`src/rtl/serial_addsub_w.sv`:
```
// -----------------------------------------------------------------------------
// serial_addsub_w
//   Byte-serial add/subtract sequencer. A single 8-bit ripple-carry adder
//   (rca_8bit) is reused once per byte, least-significant byte first, with the
//   carry registered between bytes. Subtraction feeds ~b with an initial
//   carry-in of 1 (two's complement).
//
//   Optional feature macro: ADDSUB_OVF_EN
//     defined   -> ovf_o port and signed-overflow logic are built
//     undefined -> no ovf_o port, no overflow logic
//
//   Ports
//     clk_i     rising-edge clock
//     rst_i     asynchronous active-high reset
//     start_i   request a new operation (sampled only while busy_o = 0)
//     sub_i     0: a + b, 1: a - b (latched with start_i)
//     a_i, b_i  operands, W = 8*NBYTES bits (latched with start_i)
//     busy_o    bytes are being processed
//     done_o    one-cycle pulse: result_o and flags valid
//     result_o  sum/difference, held until the next accepted start
//     cout_o    carry out of the top byte (subtraction: 1 = no borrow)
//     zero_o    result_o == 0
//     ovf_o     signed overflow (ADDSUB_OVF_EN only)
// -----------------------------------------------------------------------------

// 8-bit ripple-carry adder: the only combinational datapath in the block.
module rca_8bit (
   input  logic [7:0] in1_i,
   input  logic [7:0] in2_i,
   input  logic       cin_i,
   output logic [7:0] sum_o,
   output logic       cout_o
);
   logic [8:0] c;

   assign c[0] = cin_i;

   for (genvar i = 0; i < 8; i++) begin : g_fa
      assign sum_o[i] = in1_i[i] ^ in2_i[i] ^ c[i];
      assign c[i+1]   = (in1_i[i] & in2_i[i]) | (c[i] & (in1_i[i] ^ in2_i[i]));
   end

   assign cout_o = c[8];
endmodule

module serial_addsub_w #(
   parameter int NBYTES = 4
) (
   input  logic                clk_i,
   input  logic                rst_i,
   input  logic                start_i,
   input  logic                sub_i,
   input  logic [8*NBYTES-1:0] a_i,
   input  logic [8*NBYTES-1:0] b_i,
   output logic                busy_o,
   output logic                done_o,
   output logic [8*NBYTES-1:0] result_o,
   output logic                cout_o,
   output logic                zero_o
`ifdef ADDSUB_OVF_EN
   ,
   output logic                ovf_o
`endif
);
   localparam int            IW   = (NBYTES > 1) ? $clog2(NBYTES) : 1;
   localparam logic [IW-1:0] LAST = IW'(NBYTES - 1);

   typedef enum logic [1:0] {
      S_IDLE = 2'd0,
      S_RUN  = 2'd1,
      S_DONE = 2'd2
   } state_t;

   state_t                   state_q, state_d;
   logic [NBYTES-1:0][7:0]   a_q, a_d;
   logic [NBYTES-1:0][7:0]   b_q, b_d;
   logic [NBYTES-1:0][7:0]   result_q, result_d;
   logic                     sub_q, sub_d;
   logic                     carry_q, carry_d;
   logic [IW-1:0]            idx_q, idx_d;
   logic                     busy_q, busy_d;
   logic                     done_q, done_d;
   logic                     cout_q, cout_d;
   logic                     zero_q, zero_d;
`ifdef ADDSUB_OVF_EN
   logic                     ovf_q, ovf_d;
`endif

   // Adder hookup for the byte currently selected by idx_q.
   logic [7:0] add_in1, add_in2, add_sum;
   logic       add_cout;

   assign add_in1 = a_q[idx_q];
   assign add_in2 = sub_q ? ~b_q[idx_q] : b_q[idx_q];

   rca_8bit u_rca (
      .in1_i  (add_in1),
      .in2_i  (add_in2),
      .cin_i  (carry_q),
      .sum_o  (add_sum),
      .cout_o (add_cout)
   );

   // -------------------------------------------------------------------------
   // State register
   // -------------------------------------------------------------------------
   always_ff @(posedge clk_i or posedge rst_i) begin
      if (rst_i) begin
         state_q  <= S_IDLE;
         a_q      <= '0;
         b_q      <= '0;
         result_q <= '0;
         sub_q    <= 1'b0;
         carry_q  <= 1'b0;
         idx_q    <= '0;
         busy_q   <= 1'b0;
         done_q   <= 1'b0;
         cout_q   <= 1'b0;
         zero_q   <= 1'b0;
`ifdef ADDSUB_OVF_EN
         ovf_q    <= 1'b0;
`endif
      end else begin
         state_q  <= state_d;
         a_q      <= a_d;
         b_q      <= b_d;
         result_q <= result_d;
         sub_q    <= sub_d;
         carry_q  <= carry_d;
         idx_q    <= idx_d;
         busy_q   <= busy_d;
         done_q   <= done_d;
         cout_q   <= cout_d;
         zero_q   <= zero_d;
`ifdef ADDSUB_OVF_EN
         ovf_q    <= ovf_d;
`endif
      end
   end

   // -------------------------------------------------------------------------
   // Next-state / datapath control
   // -------------------------------------------------------------------------
   always_comb begin
      state_d  = state_q;
      a_d      = a_q;
      b_d      = b_q;
      result_d = result_q;
      sub_d    = sub_q;
      carry_d  = carry_q;
      idx_d    = idx_q;
      busy_d   = busy_q;
      done_d   = 1'b0;
      cout_d   = cout_q;
      zero_d   = zero_q;
`ifdef ADDSUB_OVF_EN
      ovf_d    = ovf_q;
`endif

      case (state_q)
         // DONE accepts start exactly like IDLE, which gives back-to-back
         // throughput of one operation per NBYTES+1 cycles.
         S_IDLE, S_DONE: begin
            state_d = S_IDLE;
            if (start_i) begin
               a_d     = a_i;
               b_d     = b_i;
               sub_d   = sub_i;
               idx_d   = '0;
               carry_d = sub_i;   // +1 completes the two's complement of b
               busy_d  = 1'b1;
               // Flags describe only a finished result; drop the stale ones.
               cout_d  = 1'b0;
               zero_d  = 1'b0;
`ifdef ADDSUB_OVF_EN
               ovf_d   = 1'b0;
`endif
               state_d = S_RUN;
            end
         end

         S_RUN: begin
            result_d[idx_q] = add_sum;
            carry_d         = add_cout;
            idx_d           = idx_q + IW'(1);
            if (idx_q == LAST) begin
               idx_d   = '0;
               busy_d  = 1'b0;
               done_d  = 1'b1;
               cout_d  = add_cout;
               // result_d already holds the top byte, so this sees the whole word.
               zero_d  = (result_d == '0);
`ifdef ADDSUB_OVF_EN
               // Top byte is on the adder now: operand MSBs agree but the
               // result MSB differs.
               ovf_d   = (a_q[NBYTES-1][7] == add_in2[7]) &&
                         (add_sum[7] != a_q[NBYTES-1][7]);
`endif
               state_d = S_DONE;
            end
         end

         default: begin
            state_d = S_IDLE;
            busy_d  = 1'b0;
         end
      endcase
   end

   assign busy_o   = busy_q;
   assign done_o   = done_q;
   assign result_o = result_q;
   assign cout_o   = cout_q;
   assign zero_o   = zero_q;
`ifdef ADDSUB_OVF_EN
   assign ovf_o    = ovf_q;
`endif

endmodule

```
`config.mk`:
```
export PLATFORM = sky130hd
export DESIGN_NAME = serial_addsub_w
export DESIGN_NICKNAME = d
export VERILOG_FILES = /design/src/rtl/serial_addsub_w.sv
export SDC_FILE = /design/constraint.sdc
export NUM_CORES = 1
export LEC_CHECK = 0
export CAP_MARGIN = 20
export CORE_ASPECT_RATIO = 0.5
export CORE_MARGIN = 2
export CORE_UTILIZATION = 30
export CTS_BUF_LIST = sky130_fd_sc_hd__clkbuf_16
export DETAILED_ROUTE_END_ITERATION = 10
export DONT_BUFFER_PORTS = 1
export GPL_TIMING_DRIVEN = 0
export PLACE_DENSITY = 0.47
export SETUP_SLACK_MARGIN = 0.15
export SLEW_MARGIN = 10
export SYNTH_ARGS = -nofsm -noshare
export SYNTH_HDL_FRONTEND = slang
export SYNTH_HIERARCHICAL = 1
export SYNTH_SLANG_ARGS = --single-unit
export TNS_END_PERCENT = 50
```
`constraint.sdc`:
```
create_clock -name clk_i -period 11.3 [get_ports clk_i]
set_clock_uncertainty 0.05 [all_clocks]
set_input_delay 3.39 -clock clk_i [delete_from_list [all_inputs] [get_ports clk_i]]
set_output_delay 3.39 -clock clk_i [all_outputs]
set_load 0.03 [all_outputs]
```
==> flow_summary.json <==
{
  "status": "complete, no violations",
  "synth-seq-cells": 106,
  "synthAdderAreaFrac_pct": 4.55,
  "cts_tree": "built",
  "synth_top_family_by_area": "simple AND/OR/NAND/NOR gates",
  "period_needed_ps": 5770,
  "cp_num_cells": 19,
  "synthSimpleGateAreaFrac_pct": 19.9,
  "busiest_layer": "met2",
  "hold_violations": 0,
  "vias": 3273,
  "place_hpwl_um": 9060,
  "clk_pin_slew_ps": 70,
  "slowest_stage": "mux4_2",
  "endpoint": "zero_o",
  "cpMostUsedCell": "fa_1",
  "synth_xor_area_share_pct": 1.43,
  "drcViolationCount": 0,
  "criticalPathCategory": "flop to flop",
  "core-area_mm2": 0.0157,
  "arrival_ps": 5960,
  "crit_required_ps": 11490,
  "slew_headroom_pct": 61.5,
  "most-common-layout-cells": "205 x nand2_1, 106 x dfrtp_1, 32 x mux2_2",
  "io_buffer_count": 0,
  "h-tree-depth": 3,
  "clock_tree.buffer_depth": 2,
  "cp_max_fo": 10,
  "syn_nets": 549,
  "die-area_mm2": 0.0174,
  "startpoint": "idx_q[0]",
  "crit_path_cell_trace": "buf_2, buf_2, mux4_2, fa_1, inv_1, fa_1, inv_1, fa_1, fa_1, fa_1, fa_1, fa_1, inv_1, fa_1, inv_1, nor2_1, nand4_1, a2111oi_2, a31o_1",
  "grt_max_degree": 81,
  "cap_viol_max_count": 0,
  "synthesis.area_mm2": 0.00490,
  "async_reset_ff_share_pct": 100,
  "ctsResizeCount": 0,
  "synthCells": 468,
  "area_growth_pct": 12.0,
  "antenna_found_initial": 0,
  "rows": 32,
  "ant_nets": 0,
  "final_common_cell": "nand2_1",
  "reg2reg_from": "idx_q[0]",
  "grt_pass1_wl_um": 19600,
  "grtUsageMet2_pct": 23.8,
  "grt_pass1_vias": 3476,
  "slew_viol_final": 0,
  "globalplace.congestion": 0.746,
  "met3_usage_pct": 6.02,
  "clock-root-buffer": "clkbuf_16",
  "post-route-period-util_pct": 51.0,
  "setup_viol": 0,
  "fmax_mhz": 173,
  "crit_buf_inv": 6,
  "die_w_um": 185,
  "syn_area_per_cell_um2": 10.5,
  "synth_edf_count": 0,
  "rsz0062_at_grt": "no",
  "ys.flop_type": "dfrtp_1",
  "route.detailed.wl_per_inst_um": 17.9,
  "drt_iter0_drc": 184,
  "hold_class": "flop to flop",
  "cts_buffers": 9,
  "post-cts-setup-buffer-count": 0,
  "via_per_inst": 4.64,
  "tightest_slew_ps": 577,
  "rrSetupSlack_ps": 5530,
  "firstDrtPassIters": 4,
  "grt_usage_pct": 15.3,
  "clkLatencyLatePin_ps": 350,
  "cpPeakStageDelay_ps": 580,
  "r2r_cells": 19,
  "fp.dieH_um": 94.4,
  "synth_compound_area_share_pct": 2.07,
  "final_nets": 561,
  "ctsHoldBuffers": 0,
  "drive_above_1_share_pct": 16.3,
  "synth.mux.area_fraction_pct": 14.7,
  "tns_ps": 0,
  "wirelength_um": 12600,
  "ys_types": 32,
  "grt_use_met1_pct": 20.3,
  "start_util_pct": 31.2,
  "grt_remaining_overflow": 0,
  "io_pins": 104,
  "yosys_warnings": 6,
  "startpoint_type": "flop",
  "worstReg2RegEnd": "zero_o",
  "ys_seq_area_share_pct": 54.1,
  "critPathTopFamily": "adder cells",
  "end_kind": "flop",
  "n_antenna_cell": 0,
  "clock-sinks": 106
}
[worst register-to-register path, cell delays in order (launching register included)]
cell and delay (ps):
dfrtp_1 430, buf_2 380, buf_2 360, mux4_2 580, fa_1 430, inv_1 80, fa_1 160, inv_1 50
fa_1 380, fa_1 390, fa_1 390, fa_1 390, fa_1 370, inv_1 100, fa_1 410, inv_1 200
nor2_1 90, nand4_1 130, a2111oi_2 80, a31o_1 220
[sequential cells by signal (all words and copies together) (netlist names)]
name,cells
a_q,32
b_q,32
busy_o,1
carry_q,1
cout_o,1
done_o,1
idx_q,2
result_o,32
state_q,2
sub_q,1
zero_o,1
[cell type report]
class | instances | area [um2]
Sequential cell | 106 | 2650
Clock inverter | 7 | 53.8
Tap cell | 221 | 277
Multi-Input combinational cell | 324 | 2090
Buffer | 22 | 98.8
Fill cell | 1632 | 10200
Inverter | 16 | 65.1
Timing Repair Buffer | 1 | 27.5
Clock buffer | 9 | 225
[synthesized netlist by cell type, types with 2 or more instances]
cell type / count / share of area (%)
inv_1: 16 / 1.2
nor3_1: 6 / 0.61
dfrtp_1: 106 / 54
mux4_2: 16 / 7.4
nand3_1: 3 / 0.31
fa_1: 8 / 3.3
nor4_1: 5 / 0.64
o21ai_0: 2 / 0.20
xor2_1: 8 / 1.4
buf_1: 5 / 0.38
clkbuf_1: 6 / 0.46
mux2_2: 32 / 7.4
a22oi_1: 2 / 0.31
nand2b_1: 2 / 0.26
nor2b_1: 3 / 0.38
a21oi_1: 4 / 0.41
nor2_1: 12 / 0.92
ha_1: 5 / 1.3
buf_2: 10 / 1.0
nand2_1: 205 / 16
[per-stage QoR]
step / hold WS (ps) / cells / instance area [um2] / worst slack, ps / util (%)
finish: 425 / 706 / 5490 / 5530 / 35.0
global route: 441 / 706 / 5490 / 5270 / 35.0
CTS: 428 / 706 / 5490 / 5500 / 35.0
detailed placement: 408 / 690 / 5210 / 5520 / 33.2
global placement: 404 / 689 / 5180 / 3630 / 33.0
floorplan: 390 / 468 / 4900 / 5070 / -
[layer usage]
layer,wire (um),share of wire [%]
met5,0,0
met4,107,0.85
met3,914,7.2
met2,5630,45
met1,5970,47
[cells by family (layout without fill, tap and decap cells)]
| group | after synthesis | after routing |
|---|---|---|
| AOI/OAI and AO/OA | 14 | 14 |
| DFF | 106 | 106 |
| adders and majority gates | 13 | 13 |
| buffers and inverters | 38 | 55 |
| xor gates and xnor gates | 8 | 8 |
| muxes | 48 | 48 |
| and+or+nand+nor | 241 | 241 |
[worst min-delay path by stage]
| stage | endpoint | cells after the start | slack (ps) | start |
|---|---|---|---|---|
| CTS | b_q[16] | 2 | 430 | b_q[16] |
| floorplan | a_q[10] | 2 | 390 | a_q[10] |
| finish | a_q[15] | 2 | 420 | a_q[15] |
| global route | a_q[14] | 2 | 440 | a_q[14] |
| detailed placement | b_q[16] | 2 | 410 | b_q[16] |
| global placement | b_q[31] | 2 | 400 | b_q[31] |
Power is left out: the tool's default activity adds up to more than one toggle a clock period on the data nets, which glitch-free logic cannot reach.
